--- src/rtl/lsu_front.sv ---
// Load/store front end: one outstanding CPU access, legality check, dmem drive.
module lsu_front (
    input  logic        clk,
    input  logic        reset,
    input  logic        req_valid,
    output logic        req_ready,
    input  logic        req_we,
    input  logic [2:0]  req_memop,
    input  logic [31:0] req_addr,
    input  logic [31:0] req_wdata,
    output logic        resp_valid,
    output logic [31:0] resp_rdata,
    output logic        resp_err,
    output logic [31:0] dm_addr,
    output logic [31:0] dm_datain,
    output logic [2:0]  dm_memop,
    output logic        dm_we,
    input  logic [31:0] dm_dataout,
    output logic [7:0]  err_count
);

    localparam int unsigned XLEN = 32;
    localparam int unsigned OPW  = 3;
    localparam int unsigned CNTW = 8;

    typedef enum logic [2:0] {
        S_IDLE  = 3'd0,
        S_READ  = 3'd1,
        S_WRITE = 3'd2,
        S_ERR   = 3'd3,
        S_RESP  = 3'd4
    } state_e;

    state_e            state_q, state_d;
    logic              we_q;
    logic [OPW-1:0]    memop_q;
    logic [XLEN-1:0]   addr_q;
    logic [XLEN-1:0]   wdata_q;
    logic [XLEN-1:0]   rdata_q, rdata_d;
    logic              err_q, err_d;
    logic [CNTW-1:0]   cnt_q, cnt_d;
    logic              hs_c;
    logic              illegal_c;

    // Handshake only possible while idle
    assign hs_c = req_valid && (state_q == S_IDLE);

    // Reject undefined memops, unsigned stores and misaligned half/word accesses
    always_comb begin
        illegal_c = 1'b0;
        case (req_memop)
            3'b011, 3'b110, 3'b111: illegal_c = 1'b1;
            3'b001, 3'b101:         illegal_c = req_addr[0];
            3'b010:                 illegal_c = |req_addr[1:0];
            default:                illegal_c = 1'b0;
        endcase
        if (req_we && req_memop[2]) begin
            illegal_c = 1'b1;
        end
    end

    // Next-state and per-state controls
    always_comb begin
        state_d    = state_q;
        rdata_d    = rdata_q;
        err_d      = err_q;
        cnt_d      = cnt_q;
        req_ready  = 1'b0;
        dm_we      = 1'b0;
        resp_valid = 1'b0;
        case (state_q)
            S_IDLE: begin
                req_ready = 1'b1;
                if (req_valid) begin
                    if (illegal_c)   state_d = S_ERR;
                    else if (req_we) state_d = S_WRITE;
                    else             state_d = S_READ;
                end
            end
            S_READ: begin
                rdata_d = dm_dataout;
                err_d   = 1'b0;
                state_d = S_RESP;
            end
            S_WRITE: begin
                dm_we   = 1'b1;
                rdata_d = '0;
                err_d   = 1'b0;
                state_d = S_RESP;
            end
            S_ERR: begin
                rdata_d = '0;
                err_d   = 1'b1;
                if (cnt_q != {CNTW{1'b1}}) begin
                    cnt_d = cnt_q + CNTW'(1);
                end
                state_d = S_RESP;
            end
            S_RESP: begin
                resp_valid = 1'b1;
                state_d    = S_IDLE;
            end
            default: state_d = S_IDLE;
        endcase
    end

    // State register
    always_ff @(posedge clk or posedge reset) begin
        if (reset) state_q <= S_IDLE;
        else       state_q <= state_d;
    end

    // Request capture on handshake; held for the whole access
    always_ff @(posedge clk or posedge reset) begin
        if (reset) begin
            we_q    <= 1'b0;
            memop_q <= '0;
            addr_q  <= '0;
            wdata_q <= '0;
        end else if (hs_c) begin
            we_q    <= req_we;
            memop_q <= req_memop;
            addr_q  <= req_addr;
            wdata_q <= req_wdata;
        end
    end

    // Response data, error flag and saturating error counter
    always_ff @(posedge clk or posedge reset) begin
        if (reset) begin
            rdata_q <= '0;
            err_q   <= 1'b0;
            cnt_q   <= '0;
        end else begin
            rdata_q <= rdata_d;
            err_q   <= err_d;
            cnt_q   <= cnt_d;
        end
    end

    assign dm_addr    = addr_q;
    assign dm_datain  = wdata_q;
    assign dm_memop   = memop_q;
    assign resp_rdata = rdata_q;
    assign resp_err   = err_q && (state_q == S_RESP);
    assign err_count  = cnt_q;

    // we_q is captured for completeness of the request record only
    logic unused_we;
    assign unused_we = we_q;

endmodule

--- config.mk ---
export PLATFORM = sky130hd
export DESIGN_NAME = lsu_front
export DESIGN_NICKNAME = d
export VERILOG_FILES = /design/src/rtl/lsu_front.sv
export SDC_FILE = /design/constraint.sdc
export NUM_CORES = 1
export LEC_CHECK = 0
export CAP_MARGIN = 20
export CORE_UTILIZATION = 41
export CTS_BUF_LIST = sky130_fd_sc_hd__clkbuf_8
export DETAILED_ROUTE_END_ITERATION = 12
export GPL_ROUTABILITY_DRIVEN = 0
export HOLD_SLACK_MARGIN = 0.05
export MAX_ROUTING_LAYER = met4
export PLACE_DENSITY = 0.84
export SYNTH_ARGS = -nofsm -noshare
export SYNTH_HDL_FRONTEND = slang
export SYNTH_SLANG_ARGS = --single-unit
--- constraint.sdc ---
create_clock -name clk -period 4.2 [get_ports clk]
set_input_delay 0.42 -clock clk [delete_from_list [all_inputs] [get_ports clk]]
set_output_delay 0.42 -clock clk [all_outputs]
set_load 0.03 [all_outputs]
==> out/qor.yml, run 1 <==
status:
  outcome: "finished clean"
route:
  wirelength_um: 9790
  ant_nets: 0
  first_pass_iters: 4
  dr_total_vias: 3047
  drt_iter0_markers: 79
  vias_per_cell: 4.92
  wl_per_cell_um: 15.8
  drc_errors: 0
global_routing:
  grt_pass1_wl_um: 14600
  grtUsageTotal: 0.188
  antenna_found_initial: 0
  overflow: 0
  grt_pass1_vias: 3043
  grt_max_degree: 70
timing:
  timing.fmax_mhz: 443
  rsz0062_at_grt: "false"
  fin_tns_setup_ns: 0
  slew_headroom: 0.407
  hold_viol: 0
  layout_min_cycle_time_ns: 2.26
  fin_ws_ns: 1.94
  setup_viol: 0
  tightest_slew_ns: 0.890
  slew_viol_final: 0
  finClkSkew_ns: 0.00716
  timing.final.crit_share: 0.537
power:
  p_clk_frac: 0.101
  p_sw_frac: 0.407
  p_switching_mw: 2.20
  p_int_mw: 3.20
  ir_drop_mv: 0.684
  leakage_nw: 2.78
  p_per_area_mw_per_mm2: 817
  sequentialPowerShare: 0.344
  comb_power_share: 0.555
logic_synthesis:
  synth_nets: 374
  synth_top_flop_cell: "dfrtp_1"
  yosysWarnings: 0
  synthSimpleGateAreaFrac: 0.0383
  synthCells: 270
  synthesis.area_mm2: 0.00421
  synth.mux.area_fraction: 0.184
  synth_cell_types: 31
  synth_top_family_by_area: "multiplexers"
  synth_edf_count: 0
  yosys.area.top_type: "dfrtp_1"
  synth_common_cells: "dfrtp_1, mux2_2, a22o_1, buf_2"
  synth_fa_ha_area_frac: 0.00297
  yosysMostFrequentCell: "dfrtp_1"
  seq_area_frac_synth: 0.659
  synth_top_area_share: 0.659
  avgSynthCellArea_um2: 15.6
  yosys-top-cells-area: "dfrtp_1, mux2_2, a22o_1, buf_4, buf_6"
  async_reset_ff_frac: 1.00
  post_synth_xor_area_fraction: 0.00624
  ys_seq_elements: 111
  synth_compound_area_frac: 0.0814
clock_tree:
  cts_resized: 0
  clockBufferDepth: 2
  cts.clk_slew.worst_paths_ns: 0.09
  cts.htree.levels: 3
  cts-buffers-inserted: 9
  postCtsSetupBuffers: 0
  cts.sinks: 111
  clk_latency_ns: 0.35
  cts_root_buf: "clkbuf_8"
  holdBufCountCts: 0
  cts_tree: "yes"
floorplan:
  fp.coreArea_mm2: 0.00986
  die_area_mm2: 0.0107
  die-width_um: 103
  initial_core_util: 0.427
  die_height_um: 103
  placementRows: 36
  ios: 214
final_layout:
  final_area_mm2: 0.00660
  final_nets: 586
  area_delta_synth_final_pct: 56.7
  layout-drive-gt1-share: 0.187
  final_cells: 619
  antennaDiodeCount: 0
placement:
  dp.cells: 604
  pre_cts_slack_ns: 2.00
  dpl.hpwl_um: 7210
  place_area_mm2: 0.00644
  port_buffers: 213
critical_path:
  crit_arrival_ns: 1.84
  cp-start-kind: "flop"
  cp_max_fo: 5
  cp-end-kind: "output pin"
  worst-setup-path-type: "flop to output pin"
  required_ns: 3.78
job:
  cap_violations: 0
min_path:
  hp-class: "primary input to asynchronous set/reset pin"
[logic make-up after synthesis]
| group | count (synthesis) |
|---|---|
| flops | 111 |
| xor+xnor | 3 |
| fa+ha+maj | 1 |
| compound gates | 42 |
| mux | 69 |
| simple gates | 26 |
| buf+inv | 18 |
[per-stage QoR]
stage / util / hold slack [ns] / power, mW
after CTS: 0.669 / 0.471 / 5.46
after floorplan: - / 0.442 / 3.64
final: 0.669 / 0.468 / 5.40
after global routing: 0.669 / 0.498 / 5.67
after detailed placement: 0.653 / 0.461 / 4.89
after global placement: 0.653 / 0.454 / 4.83
[flip-flops by register name, summed over array words and instances (netlist names)]
| signal | flops |
|---|---|
| err_count | 8 |
| state_q | 3 |
| dm_datain | 32 |
| resp_rdata | 32 |
| err_q | 1 |
| dm_addr | 32 |
| dm_memop | 3 |
[placed cells by master (no fill, tap or decap), drive strengths merged]
master	n
clkdlybuf4s50	213
dfrtp	111
mux2	69
a22o	32
clkbuf	10
nand2	5
a21oi	5
inv	5
nor2	3
nand3	3
buf	3
and4	3
and3	2
o21a	2
xnor2	2
clkinvlp	2
nor3b	2
and2	2
or2	1
nor3	1
and3b	1
a21o	1
nor4	1
o31a	1
nand2b	1
or3b	1
a31oi	1
xor2	1
ha	1
clkinv	1
[critical path, cell delays in order, from the launching register on]
cell and delay, ns:
dfrtp_1 0.44, nor2_1 0.16, and3_1 0.19, clkdlybuf4s50_1 0.70
[layout make-up]
cell class,count,area [um2]
Timing Repair Buffer,216,2150
Clock inverter,5,27.5
Fill cell,706,3260
Clock buffer,10,138
Multi-Input combinational cell,141,1330
Tap cell,133,166
Inverter,3,13.8
Sequential cell,111,2780
[final timing paths]
kind | start | end | slack (ns) | cells past startpoint
max in group asynchronous | reset | err_count[4]$_DFFE_PP0P_ | 2.87 | 3
hold / removal | reset | dm_addr[3]$_DFFE_PP0P_ | 0.47 | 2
setup reg to reg | state_q[0]$_DFFE_PP0P_ | dm_addr[11]$_DFFE_PP0P_ | 2.19 | 3
min in group clk | err_q$_DFFE_PP0P_ | err_q$_DFFE_PP0P_ | 0.48 | 1
setup / recovery | state_q[1]$_DFFE_PP0P_ | resp_err | 1.94 | 3
hold reg to reg | err_q$_DFFE_PP0P_ | err_q$_DFFE_PP0P_ | 0.48 | 1
[power groups by stage]
stage / sequential, mW / clock [mW] / combinational, mW
global placement: 1.86 / 0 / 2.97
CTS: 1.86 / 0.570 / 3.02
detailed placement: 1.87 / 0 / 3.02
global route: 1.92 / 0.604 / 3.15
finish: 1.86 / 0.547 / 2.99
floorplan: 2.82 / 0 / 0.819
[metal layers]
| metal | vias up | part of all wire | GRT usage |
|---|---|---|---|
| li1 | 1401 | - | - |
| met1 | 1490 | 0.40 | 0.214 |
| met2 | 142 | 0.50 | 0.320 |
| met3 | 14 | 0.084 | 0.0437 |
| met4 | 0 | 0.016 | 0.0726 |
| met5 | - | 0 | - |
No activity file was read; power rests on OpenSTA's default activity.
==> run 2: changes to the inputs <==
- CORE_UTILIZATION: 41 -> 37
- PLACE_DENSITY: 0.84 -> 0.8
- clock period: 4.2 -> 2 ns (I/O delays scaled with it)
==> out/qor.yml, run 2 (synthesized netlist as in run 1, its figures left out) <==
critical_path:
  cp-end-kind: "output pin"
  slowest_delay_ns: 0.71  # about the same
  cp_slowest_cell: "clkdlybuf4s50_1"
  cp-start-kind: "flop"
  worst-setup-path-type: "flop to output pin"
  crit_arrival_ns: 1.55  # -0.29 ns
  crit_buf_inv: 1  # unchanged
  r2r-end: "dm_addr[7]$_DFFE_PP0P_"
  r2r_slack_ns: 0.32  # -1.87 ns
  cp_max_fo: 7  # +2
  crit_family: "buffers and inverters"
  cp_cell_sequence: "clkdlybuf4s50_1"
  required_ns: 1.80  # -1.98 ns
  rr_startpoint: "state_q[0]$_DFFE_PP0P_"
  reg2regPathDepth: 4  # +1
timing:
  hold_ws_ns: 0.347  # -0.121 ns
  rsz0062_at_grt: "false"
  timing.final.crit_share: 0.873
  layout_min_cycle_time_ns: 1.75
  hold_viol: 0  # unchanged
  tightest_slew_ns: 0.657  # -0.234 ns
  fin_ws_ns: 0.255  # -1.69 ns
  slew_headroom: 0.562  # +0.156
  timing.fmax_mhz: 573
  fin_tns_setup_ns: 0  # unchanged
  setup_viol: 0  # unchanged
  finClkSkew_ns: 0.0100  # +0.00285 ns
  slew_viol_final: 0  # unchanged
route:
  wirelength_um: 10400  # +6.6%
  vias_per_cell: 4.90  # -0.40%
  ant_nets: 0  # unchanged
  wl_per_cell_um: 16.6  # +5.2%
  dr_total_vias: 3074  # +0.89%
  drc_errors: 0  # unchanged
  drt_iter0_markers: 108  # +37%
  first_pass_iters: 4  # unchanged
placement:
  dpl.hpwl_um: 7610  # +5.5%
  port_buffers: 213  # unchanged
  place_area_mm2: 0.00649  # +0.86%
  pre_cts_slack_ns: 0.286  # -1.72 ns
clock_tree:
  cts.clk_slew.worst_paths_ns: 0.10  # about the same
  cts-buffers-inserted: 9  # unchanged
  cts_tree: "yes"
  holdBufCountCts: 0  # unchanged
  clockBufferDepth: 2  # unchanged
  cts.sinks: 111  # unchanged
  clk_latency_ns: 0.37  # +0.02 ns
  cts.htree.levels: 3  # unchanged
  postCtsSetupBuffers: 0  # unchanged
  cts_root_buf: "clkbuf_8"
min_path:
  hp-class: "primary input to asynchronous set/reset pin"
floorplan:
  fp.coreArea_mm2: 0.0110  # +11%
  die-width_um: 109  # +5.2%
  ios: 214  # unchanged
  die_area_mm2: 0.0118  # +11%
  initial_core_util: 0.384  # -0.0435
  die_height_um: 109  # +5.2%
  placementRows: 38  # +5.6%
final_layout:
  final_cell_mix: "clkdlybuf4s50_1, dfrtp_1, mux2_2"
  utilization: 0.611  # -0.0587
  area_delta_synth_final_pct: 59.1
  antennaDiodeCount: 0  # unchanged
  final_nets: 587  # +0.17%
  final_area_mm2: 0.00671  # +1.6%
  layout-drive-gt1-share: 0.191  # +0.00372
  layout_commonest_cell: "clkdlybuf4s50_1"
power:
  leakage_nw: 2.86  # +2.7%
  sequentialPowerShare: 0.333  # -0.011
  p_switching_mw: 4.72  # +110%
  p_int_mw: 7.01  # +120%
  p_per_area_mw_per_mm2: 1750  # +110%
  p_sw_frac: 0.402  # -0.00530
  p_clk_frac: 0.123  # +0.022
  ir_drop_mv: 0.951  # +39%
  comb_power_share: 0.544  # -0.011
job:
  cap_violations: 0  # unchanged
global_routing:
  grt_pass1_wl_um: 16200  # +11%
  grt_pass1_vias: 3229  # +6.1%
  grtUsageTotal: 0.188  # +0.000765
  grt_max_degree: 112  # +60%
  overflow: 0  # unchanged
  antenna_found_initial: 0  # unchanged
status:
  outcome: "finished clean"
[run 2: changes by cell type in the layout (fill, tap and decap cells not counted)]
| cell | delta |
|---|---|
| buf_4 | -2 |
| clkinv_2 | +1 |
| dlygate4sd2_1 | +2 |
| dlymetal6s2s_1 | +2 |
| clkinvlp_4 | -1 |
| inv_4 | -1 |
| inv_1 | -1 |
| bufinv_16 | +2 |
| buf_12 | +3 |
| clkdlybuf4s50_1 | -4 |
[run 2: layout make-up]
| type | instances | area [um2] |
|---|---|---|
| inverter | 3 | 15.0 |
| timing repair buffer | 217 | 2200 |
| clock buffer | 10 | 138 |
| fill | 876 | 4280 |
| multi-input combinational | 141 | 1330 |
| sequential | 111 | 2780 |
| clock inverter | 5 | 73.8 |
| tap | 140 | 175 |
[run 2: what timing repair did]
action	in CTS	in global routing
gates resized for setup	2	2
setup endpoints to repair	2	2
cloned	0	0
pin swaps	0	0
[run 2: how the worst max path moves through the flow]
stage / start / cells after the start / slack [ns] / endpoint
floorplan: state_q[0]$_DFFE_PP0P_ / 6 / 0.07 / dm_datain[0]$_DFFE_PP0P_
global placement: req_valid / 4 / 0.34 / dm_addr[11]$_DFFE_PP0P_
detailed placement: req_valid / 4 / 0.29 / dm_datain[14]$_DFFE_PP0P_
CTS: state_q[0]$_DFFE_PP0P_ / 2 / 0.005 / req_ready
global route: err_count[3]$_DFFE_PP0P_ / 1 / 0.14 / err_count[3]
finish: err_count[4]$_DFFE_PP0P_ / 1 / 0.25 / err_count[4]
[run 2: power by group through the flow]
stage / Sequential [mW] / Clock, mW / Combinational, mW
after floorplan: 5.92 / 0 / 1.72
after global placement: 3.90 / 0 / 6.34
after detailed placement: 3.95 / 0 / 6.45
after CTS: 3.92 / 1.49 / 6.46
after global routing: 4.05 / 1.58 / 6.70
final: 3.90 / 1.45 / 6.38
[run 2: through the flow]
| step | power (mW) | cells |
|---|---|---|
| detailed placement | 10.4 | 612 |
| global route | 12.3 | 627 |
| CTS | 11.9 | 627 |
| floorplan | 7.64 | 270 |
| finish | 11.7 | 627 |
| global placement | 10.2 | 612 |
[run 2: layer usage]
| metal | vias up | share of wire | track usage |
|---|---|---|---|
| met1 | 1522 | 0.41 | 0.219 |
| met2 | 134 | 0.50 | 0.310 |
| met4 | 0 | 0.022 | 0.0772 |
| li1 | 1399 | - | - |
| met5 | - | 0 | - |
| met3 | 19 | 0.077 | 0.0496 |
